<file path="src/rtl/usb_rx_pkt_pkg.sv">
// Shared USB receive constants: PID groups, CRC polynomials/residuals, PID check helper.
package usb_rx_pkt_pkg;

  localparam logic [3:0] PID_SOF = 4'h5;

  localparam logic [1:0] PIDGROUP_SPECIAL = 2'b00;
  localparam logic [1:0] PIDGROUP_TOKEN   = 2'b01;
  localparam logic [1:0] PIDGROUP_HSHK    = 2'b10;
  localparam logic [1:0] PIDGROUP_DATA    = 2'b11;

  localparam logic [4:0]  CRC5_POLY      = 5'h05;
  localparam logic [4:0]  CRC5_INIT      = 5'h1F;
  localparam logic [4:0]  CRC5_RESIDUAL  = 5'h0C;
  localparam logic [15:0] CRC16_POLY     = 16'h8005;
  localparam logic [15:0] CRC16_INIT     = 16'hFFFF;
  localparam logic [15:0] CRC16_RESIDUAL = 16'h800D;

  // Upper nibble of a PID byte must be the complement of the lower nibble.
  function automatic logic pid_ok(input logic [7:0] p);
    return p[7:4] == ~p[3:0];
  endfunction

endpackage

</file>
<file path="src/rtl/usb_crc_serial.sv">
// Bit-serial CRC register, MSB-first feedback. Exposes the next value so the
// caller can check a residual in the same cycle the final bit arrives.
module usb_crc_serial #(
  parameter int               WIDTH = 5,
  parameter logic [WIDTH-1:0] POLY  = '0,
  parameter logic [WIDTH-1:0] INIT  = '1
) (
  input  logic             i_clk,
  input  logic             i_rst,
  input  logic             i_init,
  input  logic             i_en,
  input  logic             i_bit,
  output logic [WIDTH-1:0] o_crcNext
);

  logic [WIDTH-1:0] crc_q, crc_d;
  logic             fb;

  always_comb begin
    fb    = crc_q[WIDTH-1] ^ i_bit;
    crc_d = crc_q;
    if (i_init)    crc_d = INIT;
    else if (i_en) crc_d = {crc_q[WIDTH-2:0], 1'b0} ^ (fb ? POLY : '0);
  end

  always_ff @(posedge i_clk) begin
    if (i_rst) crc_q <= INIT;
    else       crc_q <= crc_d;
  end

  assign o_crcNext = crc_d;

endmodule

</file>
<file path="src/rtl/usb_rx_pkt.sv">
// USB packet decoder: PID/CRC checking, token field extraction and DATA payload
// streaming with the trailing CRC16 bytes held back in a 2-deep pipe.
module usb_rx_pkt
  import usb_rx_pkt_pkg::*;
#(
  parameter int MAX_DATA_BYTES = 64
) (
  input  logic        i_clk,
  input  logic        i_rst,
  input  logic        i_pktStart,
  input  logic        i_bitStrobe,
  input  logic        i_bit,
  input  logic        i_bitErr,
  input  logic        i_pktEnd,
  output logic        o_rxPktBegin,
  output logic        o_rxPktEnd,
  output logic        o_rxPktValid,
  output logic [3:0]  o_rxPid,
  output logic [6:0]  o_rxAddr,
  output logic [3:0]  o_rxEndp,
  output logic [10:0] o_rxFrameNum,
  output logic        o_rxDataPut,
  output logic [7:0]  o_rxData
);

  localparam logic [5:0] ST_IDLE  = 6'b000001;
  localparam logic [5:0] ST_PID   = 6'b000010;
  localparam logic [5:0] ST_TOKEN = 6'b000100;
  localparam logic [5:0] ST_DATA  = 6'b001000;
  localparam logic [5:0] ST_HSHK  = 6'b010000;
  localparam logic [5:0] ST_SINK  = 6'b100000;
  localparam logic [7:0] MAX_BYTES = 8'(MAX_DATA_BYTES + 2);

  logic [5:0]  state_q, state_d, stAfter;
  logic [2:0]  bitCnt_q, bitCnt_d;
  logic [7:0]  byteCnt_q, byteCnt_d;
  logic [15:0] sr_q, sr_d;
  logic        err_q, err_d;
  logic [7:0]  hold0_q, hold0_d, hold1_q, hold1_d;
  logic [1:0]  holdCnt_q, holdCnt_d;

  logic        begin_q, begin_d, end_q, end_d, valid_q, valid_d, put_q, put_d;
  logic [3:0]  pid_q, pid_d, endp_q, endp_d;
  logic [6:0]  addr_q, addr_d;
  logic [10:0] frame_q, frame_d;
  logic [7:0]  data_q, data_d;

  logic        inPkt, bitIn, byteDone, pidDone, putTry, overflow, putOk, endEv, typeOk;
  logic [7:0]  curByte;
  logic [4:0]  crc5Next;
  logic [15:0] crc16Next;

  // A start strobe owns the cycle: any coincident bit belongs to the old packet and is dropped.
  assign inPkt    = (state_q != ST_IDLE);
  assign bitIn    = i_bitStrobe && inPkt && !i_pktStart;
  assign byteDone = bitIn && (bitCnt_q == 3'd7);
  assign pidDone  = byteDone && (state_q == ST_PID);
  assign curByte  = sr_d[15:8];
  assign putTry   = byteDone && (state_q == ST_DATA) && (holdCnt_q == 2'd2);
  assign overflow = putTry && (byteCnt_q >= MAX_BYTES);
  assign putOk    = putTry && !overflow && !err_q && !i_bitErr;
  assign endEv    = i_pktEnd && inPkt && !i_pktStart;

  usb_crc_serial #(.WIDTH(5), .POLY(CRC5_POLY), .INIT(CRC5_INIT)) u_crc5 (
    .i_clk(i_clk), .i_rst(i_rst), .i_init(pidDone),
    .i_en(bitIn && (state_q == ST_TOKEN)), .i_bit(i_bit), .o_crcNext(crc5Next)
  );

  usb_crc_serial #(.WIDTH(16), .POLY(CRC16_POLY), .INIT(CRC16_INIT)) u_crc16 (
    .i_clk(i_clk), .i_rst(i_rst), .i_init(pidDone),
    .i_en(bitIn && (state_q == ST_DATA)), .i_bit(i_bit), .o_crcNext(crc16Next)
  );

  always_ff @(posedge i_clk) begin
    if (i_rst) begin
      state_q   <= ST_IDLE;
      bitCnt_q  <= '0;
      byteCnt_q <= '0;
      sr_q      <= '0;
      err_q     <= 1'b0;
      hold0_q   <= '0;
      hold1_q   <= '0;
      holdCnt_q <= '0;
    end else begin
      state_q   <= state_d;
      bitCnt_q  <= bitCnt_d;
      byteCnt_q <= byteCnt_d;
      sr_q      <= sr_d;
      err_q     <= err_d;
      hold0_q   <= hold0_d;
      hold1_q   <= hold1_d;
      holdCnt_q <= holdCnt_d;
    end
  end

  always_comb begin
    sr_d      = bitIn ? {i_bit, sr_q[15:1]} : sr_q;
    bitCnt_d  = bitCnt_q + 3'(bitIn);
    byteCnt_d = byteCnt_q;
    if (pidDone)                                byteCnt_d = '0;
    else if (byteDone && byteCnt_q != 8'hFF)    byteCnt_d = byteCnt_q + 8'd1;

    stAfter = state_q;
    if (pidDone) begin
      if (!pid_ok(curByte)) stAfter = ST_SINK;
      else begin
        case (curByte[1:0])
          PIDGROUP_TOKEN: stAfter = ST_TOKEN;
          PIDGROUP_DATA:  stAfter = ST_DATA;
          PIDGROUP_HSHK:  stAfter = ST_HSHK;
          default:        stAfter = ST_SINK;
        endcase
      end
    end

    err_d = err_q | (inPkt & i_bitErr) | (pidDone & (stAfter == ST_SINK))
          | (bitIn & (state_q == ST_HSHK)) | overflow;

    hold0_d   = hold0_q;
    hold1_d   = hold1_q;
    holdCnt_d = holdCnt_q;
    if (byteDone && state_q == ST_DATA) begin
      hold1_d = hold0_q;
      hold0_d = curByte;
      if (holdCnt_q != 2'd2) holdCnt_d = holdCnt_q + 2'd1;
    end

    state_d = endEv ? ST_IDLE : stAfter;
    if (i_pktStart) begin
      state_d   = ST_PID;
      bitCnt_d  = '0;
      byteCnt_d = '0;
      err_d     = 1'b0;
      holdCnt_d = '0;
    end
  end

  always_comb begin
    case (stAfter)
      ST_TOKEN: typeOk = (bitCnt_d == 3'd0) && (byteCnt_d == 8'd2) && (crc5Next == CRC5_RESIDUAL);
      ST_DATA:  typeOk = (bitCnt_d == 3'd0) && (byteCnt_d >= 8'd2) && (crc16Next == CRC16_RESIDUAL);
      ST_HSHK:  typeOk = (bitCnt_d == 3'd0) && (byteCnt_d == 8'd0);
      default:  typeOk = 1'b0;
    endcase

    begin_d = i_pktStart;
    end_d   = endEv || (i_pktStart && inPkt);
    valid_d = endEv && !err_d && typeOk;
    pid_d   = pidDone ? curByte[3:0] : pid_q;
    addr_d  = addr_q;
    endp_d  = endp_q;
    if (byteDone && state_q == ST_TOKEN && byteCnt_q == 8'd1 && pid_q != PID_SOF) begin
      addr_d = sr_d[6:0];
      endp_d = sr_d[10:7];
    end
    frame_d = (valid_d && stAfter == ST_TOKEN && pid_q == PID_SOF) ? sr_d[10:0] : frame_q;
    put_d   = putOk;
    data_d  = putOk ? hold1_q : data_q;
  end

  always_ff @(posedge i_clk) begin
    if (i_rst) begin
      begin_q <= 1'b0;
      end_q   <= 1'b0;
      valid_q <= 1'b0;
      pid_q   <= '0;
      addr_q  <= '0;
      endp_q  <= '0;
      frame_q <= '0;
      put_q   <= 1'b0;
      data_q  <= '0;
    end else begin
      begin_q <= begin_d;
      end_q   <= end_d;
      valid_q <= valid_d;
      pid_q   <= pid_d;
      addr_q  <= addr_d;
      endp_q  <= endp_d;
      frame_q <= frame_d;
      put_q   <= put_d;
      data_q  <= data_d;
    end
  end

  assign o_rxPktBegin = begin_q;
  assign o_rxPktEnd   = end_q;
  assign o_rxPktValid = valid_q;
  assign o_rxPid      = pid_q;
  assign o_rxAddr     = addr_q;
  assign o_rxEndp     = endp_q;
  assign o_rxFrameNum = frame_q;
  assign o_rxDataPut  = put_q;
  assign o_rxData     = data_q;

endmodule
</file>
<file path="config.mk">
export PLATFORM = sky130hd
export DESIGN_NAME = usb_rx_pkt
export DESIGN_NICKNAME = d
export VERILOG_FILES = /design/src/rtl/usb_rx_pkt_pkg.sv /design/src/rtl/usb_crc_serial.sv /design/src/rtl/usb_rx_pkt.sv
export SDC_FILE = /design/constraint.sdc
export NUM_CORES = 1
export LEC_CHECK = 0
export ABC_AREA = 1
export CAP_MARGIN = 10
export CORE_ASPECT_RATIO = 0.7
export CORE_MARGIN = 2
export CORE_UTILIZATION = 45
export DETAILED_ROUTE_END_ITERATION = 12
export GPL_TIMING_DRIVEN = 0
export PLACE_DENSITY = 0.61
export SYNTH_ARGS = -nofsm -noshare
export SYNTH_HDL_FRONTEND = slang
export SYNTH_SLANG_ARGS = --single-unit
</file>
<file path="constraint.sdc">
create_clock -name i_clk -period 6.7 [get_ports i_clk]
set_input_delay 1.005 -clock i_clk [delete_from_list [all_inputs] [get_ports i_clk]]
set_output_delay 1.005 -clock i_clk [all_outputs]
set_load 0.02 [all_outputs]
</file>
==> impl_results.html, run 1 <==
<table>
<tr><th>Metric</th><th>Value</th></tr>
<tr><th colspan="2">Outcome</th></tr>
<tr><td>Run status</td><td>finished clean</td></tr>
<tr><th colspan="2">Timing</th></tr>
<tr><td>Setup-failing EPs final</td><td>0</td></tr>
<tr><td>RSZ-0062 raised after global routing</td><td>false</td></tr>
<tr><td>Setup total negative slack</td><td>0 ps</td></tr>
<tr><td>Peak Freq</td><td>0.2437 GHz</td></tr>
<tr><td>Hold Vio Cnt, Final</td><td>0</td></tr>
<tr><td>Ratio of final minimum period to clock period</td><td>roughly three fifths</td></tr>
<tr><td>Total count of max-transition violations in the final report</td><td>0</td></tr>
<tr><td>Final clock skew</td><td>roughly 8 ps</td></tr>
<tr><td>Tightest slew margin relative to the limit</td><td>61.46%</td></tr>
<tr><td>Min cycle time layout</td><td>4103 ps</td></tr>
<tr><td>Worst-margin pin slew</td><td>578.1 ps</td></tr>
<tr><th colspan="2">Pwr</th></tr>
<tr><td>Power density over the cells</td><td>roughly 220 nW/um^2</td></tr>
<tr><td>Relative contribution of combinational cells to total power</td><td>6.8%</td></tr>
<tr><td>Pint</td><td>985.3 uW</td></tr>
<tr><td>Clk network pwr share</td><td>42.0%</td></tr>
<tr><td>Switching part of the total</td><td>24.75%</td></tr>
<tr><td>Static leakage</td><td>0.002628 uW</td></tr>
<tr><td>Worst voltage drop across the vdd grid</td><td>0.1478 mV</td></tr>
<tr><td>Net switching power of the design</td><td>324.1 uW</td></tr>
<tr><td>Portion of total power attributed to sequential cells</td><td>51.1%</td></tr>
<tr><th colspan="2">Clock tree</th></tr>
<tr><td>H-tree depth reported by CTS</td><td>3</td></tr>
<tr><td>Clock Latency Late Sink</td><td>360 ps</td></tr>
<tr><td>Clock tree from TritonCTS</td><td>done</td></tr>
<tr><td>Post-CTS Repair Setup Buffers</td><td>0</td></tr>
<tr><td>Clock sink total</td><td>111</td></tr>
<tr><td>Maximum clock path buffer count</td><td>2</td></tr>
<tr><td>Number of instances resized during post-cts repair</td><td>0</td></tr>
<tr><td>Clock transition at the registers of the reported paths</td><td>about 80 ps</td></tr>
<tr><td>Clock Root Buffer</td><td>clkbuf_16</td></tr>
<tr><td>Total clock buffers created by CTS</td><td>9</td></tr>
<tr><td>Post-cts hold buffer count</td><td>0</td></tr>
<tr><th colspan="2">Drt</th></tr>
<tr><td>Routed Antenna Nets</td><td>0</td></tr>
<tr><td>Iteration-0 DRC Markers</td><td>between 400 and 500</td></tr>
<tr><td>DRC violation count after routing</td><td>0</td></tr>
<tr><td>Total detailed-routing wirelength</td><td>13350 um</td></tr>
<tr><td>Detailed-routing iteration count for the pre-antenna-repair pass</td><td>5</td></tr>
<tr><td>Routed WL per cell</td><td>between 10 and 15 um</td></tr>
<tr><td>Total vias in the final route</td><td>approximately 4800</td></tr>
<tr><td>Detail-routed via count per cell</td><td>5.205</td></tr>
<tr><th colspan="2">Job</th></tr>
<tr><td>Max cap viols</td><td>0</td></tr>
<tr><th colspan="2">Cells and area</th></tr>
<tr><td>Share of post-route cells with drive strength above 1</td><td>7.336%</td></tr>
<tr><td>Number of filler instances in the final layout</td><td>1090</td></tr>
<tr><td>Ant. Diodes</td><td>0</td></tr>
<tr><td>Number of nets in the layout</td><td>roughly 800</td></tr>
<tr><td>Finished Cell Area</td><td>6040 sq um</td></tr>
<tr><td>Register cell area after layout</td><td>2222 sq um</td></tr>
<tr><td>Synthesis-to-layout area growth</td><td>18.34%</td></tr>
<tr><td>Multi-input logic area</td><td>2404 sq um</td></tr>
<tr><th colspan="2">Logic synthesis</th></tr>
<tr><td>Post-Synthesis Net Count</td><td>730</td></tr>
<tr><td>Synth unique cells</td><td>34</td></tr>
<tr><td>Leading register cell type out of synthesis</td><td>dfxtp_1</td></tr>
<tr><td>Count of flip-flops with a built-in enable after synthesis</td><td>0</td></tr>
<tr><td>Synthesized instance count</td><td>717</td></tr>
<tr><td>Netlist area before placement</td><td>approximately 5000 sq um</td></tr>
<tr><td>Area leader, netlist</td><td>dfxtp_1</td></tr>
<tr><td>Portion of synthesized cell area occupied by the leading cell type</td><td>43.54%</td></tr>
<tr><td>Yosys warning count</td><td>0</td></tr>
<tr><td>Sequential fraction of the synthesis area</td><td>between 40% and 50%</td></tr>
<tr><td>Most frequently used cell type in the post-synthesis netlist</td><td>nand2_1</td></tr>
<tr><td>Synth cell count leaders</td><td>175 x nand2_1, 111 x dfxtp_1, 96 x nor2_1</td></tr>
<tr><td>Average instance area after synthesis</td><td>about 7 sq um</td></tr>
<tr><td>Area contributors post-synth</td><td>dfxtp_1 44%, nand2_1 13%, nor2_1 7.1%</td></tr>
<tr><td>Post-synthesis register bit count</td><td>around 110</td></tr>
<tr><td>Share of async-settable or async-resettable flops after synthesis</td><td>0%</td></tr>
<tr><th colspan="2">Global route</th></tr>
<tr><td>Antenna violations before repair</td><td>0</td></tr>
<tr><td>Global-route usage over all layers</td><td>a little under a quarter</td></tr>
<tr><td>First-pass GRT wire length</td><td>roughly 22000 um</td></tr>
<tr><td>Pin count of the biggest net entering global routing</td><td>20</td></tr>
<tr><td>Vias in the first global route</td><td>4320</td></tr>
<tr><td>Sum of overflow across all layers after global routing</td><td>0</td></tr>
<tr><th colspan="2">Placed design</th></tr>
<tr><td>Detailed placer's ending HPWL</td><td>9933 um</td></tr>
<tr><td>Total of buffers placed on input and output ports</td><td>44</td></tr>
<tr><td>Routability congestion estimate</td><td>0.8977</td></tr>
<tr><td>Placed cell area</td><td>5736 sq um</td></tr>
<tr><th colspan="2">Critical path</th></tr>
<tr><td>Critical path peak fanout</td><td>10</td></tr>
<tr><td>Category of the worst setup path launch point</td><td>primary input</td></tr>
<tr><td>Crit end category</td><td>flip-flop</td></tr>
<tr><td>Largest stage delay, worst path</td><td>610 ps</td></tr>
<tr><td>Worst EP arrival</td><td>roughly 4400 ps</td></tr>
<tr><td>Critical path, cell by cell</td><td>clkdlybuf4s50_1 -&gt; inv_2 -&gt; nand2_2 -&gt; inv_4 -&gt; nand2_4 -&gt; buf_6 -&gt; buf_6 -&gt; inv_1 -&gt; ha_1 -&gt; ha_1 -&gt; xor2_1 -&gt; nand2_1 -&gt; nand3_1 -&gt; nor3_2 -&gt; clkbuf_1 -&gt; nand4_1 -&gt; nand2_1 -&gt; nor2_1</td></tr>
<tr><td>Setup CP Type</td><td>primary input to flip-flop</td></tr>
<tr><td>Crit path required time</td><td>6960 ps</td></tr>
<tr><td>Highest-delay cell along the critical path</td><td>clkdlybuf4s50_1</td></tr>
<tr><td>Worst reg2reg setup slack</td><td>3390 ps</td></tr>
<tr><th colspan="2">Die</th></tr>
<tr><td>Starting density of the core</td><td>46.18%</td></tr>
<tr><td>Core ar.</td><td>11050 sq um</td></tr>
<tr><td>Num rows</td><td>32</td></tr>
<tr><td>Count of pins on the block boundary</td><td>between 40 and 50</td></tr>
<tr><td>Die Width</td><td>131.3 um</td></tr>
<tr><td>Die Area</td><td>12220 sq um</td></tr>
<tr><td>Die Ht</td><td>93.10 um</td></tr>
<tr><th colspan="2">Worst hold path</th></tr>
<tr><td>Hold Path Class</td><td>flip-flop to flip-flop</td></tr>
</table>
==> flip-flops by register name, summed over array words and instances, names as in the netlist, 5 cells and up <==
signal         count
hold1_q            8
byteCnt_q          8
o_rxAddr           7
o_rxData           8
u_crc16.crc_q     16
o_rxFrameNum      11
hold0_q            8
sr_q              16
u_crc5.crc_q       5
state_q            6
==> cell type report <==
cell class / instances / share of cell area (%)
multi-input combinational: 495 / 39.80
buffer: 32 / 2.963
timing repair buffer: 44 / 7.292
inverter: 79 / 4.951
clock inverter: 7 / 1.305
sequential: 111 / 36.79
clock buffer: 9 / 3.729
tap: 153 / 3.170
==> path summary, 6_finish.rpt <==
kind / startpoint / to / cells past startpoint
setup / recovery: i_pktStart / o_rxFrameNum[2]$_SDFFE_PP0P_ / 18
hold / removal: holdCnt_q[1]$_SDFFE_PP0P_ / holdCnt_q[1]$_SDFFE_PP0P_ / 2
setup reg to reg: state_q[2]$_SDFF_PP0_ / o_rxFrameNum[2]$_SDFFE_PP0P_ / 16
hold reg to reg: holdCnt_q[1]$_SDFFE_PP0P_ / holdCnt_q[1]$_SDFFE_PP0P_ / 2
==> kinds of logic (layout without fill, tap and decap cells) <==
family	after synthesis	in the layout	synth area share [%]
simple gates	384	384	33.61
flops	111	111	43.54
buf+inv	111	171	9.365
compound gates	94	94	10.00
fa+ha+maj	6	6	1.471
xor+xnor	6	6	1.030
mux	5	5	0.9807
==> layout by cell type (no fill, tap or decap), types with 10 or more instances in the layout <==
cell type        synthesis  final
dfxtp_1                111    111
a211oi_1                10     10
nand2_1                175    175
o21ai_0                 36     36
nand3_1                 48     48
nand4_1                 34     34
a21oi_1                 42     42
nor2_1                  96     96
clkbuf_1                15     15
inv_1                   76     76
clkdlybuf4s50_1          0     44
==> worst max-delay path: cells and delay by family <==
kind                     cells  cell delay (ps)
adder cells (fa/ha/maj)      2              400
XOR/XNOR                     1              140
AND/OR/NAND/NOR              8             1050
buffers and inverters        7             1740
==> routing by layer <==
metal | global-route usage, % | share of wire (%) | vias to the layer above
met3 | 4.390 | 5.7 | 11
met4 | 4.982 | 0.99 | 0
li1 | - | - | 2427
met2 | 33.73 | 42 | 147
met1 | 34.11 | 51 | 2256
met5 | 0 | 0 | -
==> stage by stage <==
stage / hold slack [ps] / power (uW) / instances / utilization (%) / setup slack, ps
after CTS: 454.9 / 1318 / 930 / 54.65 / 2670
after global routing: 472.2 / 1355 / 930 / 54.65 / 2401
after detailed placement: 443.5 / 772.9 / 914 / 51.90 / 2298
final: 449.9 / 1309 / 930 / 54.65 / 2597
after global placement: 436.7 / 771.9 / 914 / 51.90 / 2319
after floorplan: 426.8 / 743.8 / 717 / - / 3586
==> power by group through the flow <==
| stage | clock network [uW] | registers (uW) | logic [uW] |
|---|---|---|---|
| floorplan | 0 | 685 | 59.1 |
| global placement | 0 | 685 | 87.4 |
| detailed placement | 0 | 685 | 88.3 |
| CTS | 560 | 669 | 88.5 |
| global route | 586 | 670 | 98.8 |
| finish | 550 | 669 | 89.7 |
No activity file was read; power rests on OpenSTA's default activity.
==> run 2: changes to the inputs <==
==> constraint.sdc (replaced) <==
create_clock -name i_clk -period 4.2 [get_ports i_clk]
set_input_delay 0.63 -clock i_clk [delete_from_list [all_inputs] [get_ports i_clk]]
set_output_delay 0.63 -clock i_clk [all_outputs]
set_load 0.02 [all_outputs]
==> results of run 2 <==
The final DEF is identical to that of run 1. Status: finished clean.
Among the figures that moved: setup slack after placement 2298 ps -> 172.8 ps; setup slack after layout 2597 ps -> 471.7 ps; register-to-register setup slack 3390 ps -> 890 ps; total power 1309 uW -> 2089 uW; worst IR drop on VDD 0.1478 mV -> 0.2358 mV
==> run 3: changes to the inputs <==
--- a/config.mk
+++ b/config.mk
@@ -7,7 +7,7 @@
 export LEC_CHECK = 0
 export ABC_AREA = 1
 export CAP_MARGIN = 10
-export CORE_ASPECT_RATIO = 0.7
+export CORE_ASPECT_RATIO = 2
 export CORE_MARGIN = 2
 export CORE_UTILIZATION = 45
 export DETAILED_ROUTE_END_ITERATION = 12
==> run 3 against run 2 <==
Compared with the run above: sequential power is essentially flat; sequential share of layout area up 0.24 points; first-iteration DRC count fell by 56%; worst hold slack gained 8.7 ps; die area up 0.32%; flip-flop and latch count stayed put; combinational power is essentially flat; maximum frequency rose by 4.9%; clock power fell by 5.1%; power shrank 2.1%; critical endpoint is now o_rxFrameNum[4]$_SDFFE_PP0P_.
==> impl_results.html, run 3 (synthesis results as in run 1) <==
<table>
<tr><th>Metric</th><th>Value</th></tr>
<tr><th colspan="2">Critical path</th></tr>
<tr><td>Crit end category</td><td>flip-flop</td></tr>
<tr><td>Highest-delay cell along the critical path</td><td>clkdlybuf4s50_1</td></tr>
<tr><td>Crit Reg-Reg Startpoint</td><td>state_q[0]$_SDFF_PP1_</td></tr>
<tr><td>Source of the critical timing path</td><td>i_pktStart</td></tr>
<tr><td>Worst Setup EP</td><td>o_rxFrameNum[4]$_SDFFE_PP0P_</td></tr>
<tr><td>Category of the worst setup path launch point</td><td>primary input</td></tr>
<tr><td>Critical path peak fanout</td><td>10 (unchanged)</td></tr>
<tr><td>Worst reg2reg setup slack</td><td>1020 ps</td></tr>
<tr><td>Endpoint of the worst register-to-register path</td><td>o_rxFrameNum[4]$_SDFFE_PP0P_</td></tr>
<tr><td>Critical path, cell by cell</td><td>clkdlybuf4s50_1 -&gt; inv_2 -&gt; nand2_2 -&gt; inv_4 -&gt; nand2_4 -&gt; buf_6 -&gt; buf_6 -&gt; inv_1 -&gt; ha_1 -&gt; ha_1 -&gt; xor2_1 -&gt; nand2_1 -&gt; nand3_1 -&gt; nor3_2 -&gt; clkbuf_1 -&gt; nand4_1 -&gt; nand2_1 -&gt; nor2_1</td></tr>
<tr><td>Dominant delay contributor by cell family on the critical path</td><td>buffers and inverters</td></tr>
<tr><td>Setup CP Type</td><td>primary input to flip-flop</td></tr>
<tr><td>Number of cell instances on the worst register-to-register path</td><td>17 (+1)</td></tr>
<tr><td>Number of buffer and inverter instances along the worst setup path</td><td>7 (unchanged)</td></tr>
<tr><td>Largest stage delay, worst path</td><td>580 ps (-30 ps)</td></tr>
<tr><td>Path length in cells of the critical path</td><td>18 (unchanged)</td></tr>
<tr><td>Crit path required time</td><td>4460 ps</td></tr>
<tr><td>Worst EP arrival</td><td>between 3000 and 4000 ps</td></tr>
<tr><th colspan="2">Placed design</th></tr>
<tr><td>Placed cell area</td><td>5722 sq um (-0.24%)</td></tr>
<tr><td>Routability congestion estimate</td><td>0.9309 (+3.7%)</td></tr>
<tr><td>Total of buffers placed on input and output ports</td><td>44 (unchanged)</td></tr>
<tr><td>Detailed placer's ending HPWL</td><td>10740 um (+8.1%)</td></tr>
<tr><td>Post-placement cell count</td><td>903 (-1.2%)</td></tr>
<tr><th colspan="2">Die</th></tr>
<tr><td>Die Area</td><td>12260 sq um (+0.32%)</td></tr>
<tr><td>Starting density of the core</td><td>45.50% (-0.69 points)</td></tr>
<tr><td>Die Ht</td><td>154.6 um (+66%)</td></tr>
<tr><td>Die Width</td><td>79.31 um (-40%)</td></tr>
<tr><td>Count of pins on the block boundary</td><td>45 (unchanged)</td></tr>
<tr><td>Num rows</td><td>55 (+72%)</td></tr>
<tr><td>Core ar.</td><td>11220 sq um (+1.5%)</td></tr>
<tr><th colspan="2">Clock tree</th></tr>
<tr><td>Post-cts hold buffer count</td><td>0 (unchanged)</td></tr>
<tr><td>Clock tree from TritonCTS</td><td>done</td></tr>
<tr><td>Total clock buffers created by CTS</td><td>9 (unchanged)</td></tr>
<tr><td>Clock sink total</td><td>111 (unchanged)</td></tr>
<tr><td>Clock transition at the registers of the reported paths</td><td>80 ps (about the same)</td></tr>
<tr><td>Clock Latency Late Sink</td><td>350 ps (about the same)</td></tr>
<tr><td>Maximum clock path buffer count</td><td>2 (unchanged)</td></tr>
<tr><td>H-tree depth reported by CTS</td><td>3 (unchanged)</td></tr>
<tr><td>Number of instances resized during post-cts repair</td><td>0 (unchanged)</td></tr>
<tr><td>Post-CTS Repair Setup Buffers</td><td>0 (unchanged)</td></tr>
<tr><td>Clock Root Buffer</td><td>clkbuf_16</td></tr>
<tr><th colspan="2">Timing</th></tr>
<tr><td>Final clock skew</td><td>6.479 ps (-1.768 ps)</td></tr>
<tr><td>Tightest slew margin relative to the limit</td><td>54.37% (-7.1 points)</td></tr>
<tr><td>Total count of max-transition violations in the final report</td><td>0 (unchanged)</td></tr>
<tr><td>Min cycle time layout</td><td>3555 ps</td></tr>
<tr><td>Hold Vio Cnt, Final</td><td>0 (unchanged)</td></tr>
<tr><td>RSZ-0062 raised after global routing</td><td>false</td></tr>
<tr><td>Setup total negative slack</td><td>0 ps (unchanged)</td></tr>
<tr><td>Setup-failing EPs final</td><td>0 (unchanged)</td></tr>
<tr><td>Ratio of final minimum period to clock period</td><td>84.65%</td></tr>
<tr><td>Peak Freq</td><td>around 0.28 GHz</td></tr>
<tr><td>Worst-margin pin slew</td><td>684.5 ps (+106.4 ps)</td></tr>
<tr><th colspan="2">Worst hold path</th></tr>
<tr><td>Hold Path Class</td><td>flip-flop to flip-flop</td></tr>
<tr><th colspan="2">Cells and area</th></tr>
<tr><td>Most common cell after layout, fill and taps aside</td><td>nand2_1</td></tr>
<tr><td>Non-filler instance count after layout</td><td>919 (-1.2%)</td></tr>
<tr><td>Finished Cell Area</td><td>6001 sq um (-0.64%)</td></tr>
<tr><td>Ant. Diodes</td><td>0 (unchanged)</td></tr>
<tr><td>Synthesis-to-layout area growth</td><td>17.58%</td></tr>
<tr><td>Share of post-route cells with drive strength above 1</td><td>7.207% (-0.13 points)</td></tr>
<tr><td>Number of nets in the layout</td><td>785 (unchanged)</td></tr>
<tr><td>Highest-count cells in the layout ignoring fill and taps</td><td>175 x nand2_1, 111 x dfxtp_1, 96 x nor2_1</td></tr>
<tr><th colspan="2">Global route</th></tr>
<tr><td>First-pass GRT wire length</td><td>22650 um (+2.5%)</td></tr>
<tr><td>Vias in the first global route</td><td>4652 (+7.7%)</td></tr>
<tr><td>Sum of overflow across all layers after global routing</td><td>0 (unchanged)</td></tr>
<tr><td>Pin count of the biggest net entering global routing</td><td>20 (unchanged)</td></tr>
<tr><td>Global-route usage over all layers</td><td>23.51% (+0.78 points)</td></tr>
<tr><td>Antenna violations before repair</td><td>0 (unchanged)</td></tr>
<tr><th colspan="2">Drt</th></tr>
<tr><td>Routed WL per cell</td><td>15.23 um (+6.1%)</td></tr>
<tr><td>Iteration-0 DRC Markers</td><td>179 (-56%)</td></tr>
<tr><td>Total vias in the final route</td><td>4789 (-1.1%)</td></tr>
<tr><td>Total detailed-routing wirelength</td><td>13990 um (+4.8%)</td></tr>
<tr><td>Routed Antenna Nets</td><td>0 (unchanged)</td></tr>
<tr><td>DRC violation count after routing</td><td>0 (unchanged)</td></tr>
<tr><td>Detailed-routing iteration count for the pre-antenna-repair pass</td><td>4 (-1)</td></tr>
<tr><td>Detail-routed via count per cell</td><td>5.211 (+0.11%)</td></tr>
<tr><th colspan="2">Pwr</th></tr>
<tr><td>Worst voltage drop across the vdd grid</td><td>0.2341 mV</td></tr>
<tr><td>Power density over the cells</td><td>340.7 nW/um^2</td></tr>
<tr><td>Static leakage</td><td>0.002620 uW (-0.33%)</td></tr>
<tr><th colspan="2">Job</th></tr>
<tr><td>Max cap viols</td><td>0 (unchanged)</td></tr>
<tr><th colspan="2">Outcome</th></tr>
<tr><td>Run status</td><td>finished clean</td></tr>
</table>
-- run 3: cell types whose count changed in the layout (fill, tap and decap cells not counted) --
cell / previous run / this run
inv_6: 1 / 2
clkbuf_1: 15 / 16
clkinvlp_4: 2 / 1
bufinv_16: 1 / 0
-- run 3: how the worst min path moves through the flow --
stage | start | cells after the start | slack (ps) | to
6_report | hold1_q[5]$_SDFFE_PP0P_ | 2 | 460 | o_rxData[5]$_SDFFE_PP0P_
5_1_grt | hold1_q[3]$_SDFFE_PP0P_ | 2 | 480 | hold1_q[3]$_SDFFE_PP0P_
4_1_cts | hold1_q[0]$_SDFFE_PP0P_ | 2 | 460 | hold1_q[0]$_SDFFE_PP0P_
3_5_place_dp | hold1_q[0]$_SDFFE_PP0P_ | 2 | 450 | hold1_q[0]$_SDFFE_PP0P_
3_3_place_gp | holdCnt_q[1]$_SDFFE_PP0P_ | 2 | 430 | holdCnt_q[1]$_SDFFE_PP0P_
2_1_floorplan | holdCnt_q[1]$_SDFFE_PP0P_ | 2 | 430 | holdCnt_q[1]$_SDFFE_PP0P_
-- run 3: layout make-up --
type	count	area, sq um
Sequential cell	111	2222
Buffer	32	178.9
Fill cell	1128	5216
Multi-Input combinational cell	495	2404
Clock buffer	10	229.0
Timing Repair Buffer	44	440.4
Tap cell	142	177.7
Clock inverter	6	50.05
Inverter	79	299.0
-- run 3: worst reg2reg max path: cells and delay by family (launching register included) --
family,cells,cell delay (ps)
XOR/XNOR,1,140
adder cells (fa/ha/maj),2,400
buffers and inverters,5,960
flip-flops,1,340
AND/OR/NAND/NOR,9,1260
-- run 3: per-layer routing --
metal | GRT usage [%] | vias up | share of wire, %
met5 | 0 | - | 0
met4 | 11.00 | 0 | 3.5
met3 | 3.792 | 26 | 3.1
met2 | 43.99 | 86 | 55
met1 | 24.88 | 2242 | 39
li1 | - | 2435 | -
-- run 3: power breakdown --
group	internal, uW	switching [uW]	leakage [uW]
Clock	412	421	0.000135
Sequential	1060	5.82	0.000897
Combinational	41.1	103	0.00159
-- run 3: per-stage QoR --
step / hold slack (ps) / setup slack, ps / total power [uW] / util [%]
floorplan: 426.8 / 1461 / 1187 / -
global route: 476.1 / 369.2 / 2113 / 53.50
CTS: 459.3 / 646.2 / 2054 / 53.50
finish: 458.6 / 644.8 / 2044 / 53.50
detailed placement: 448.6 / 274.6 / 1235 / 51.01
global placement: 433.7 / 263.9 / 1233 / 51.01
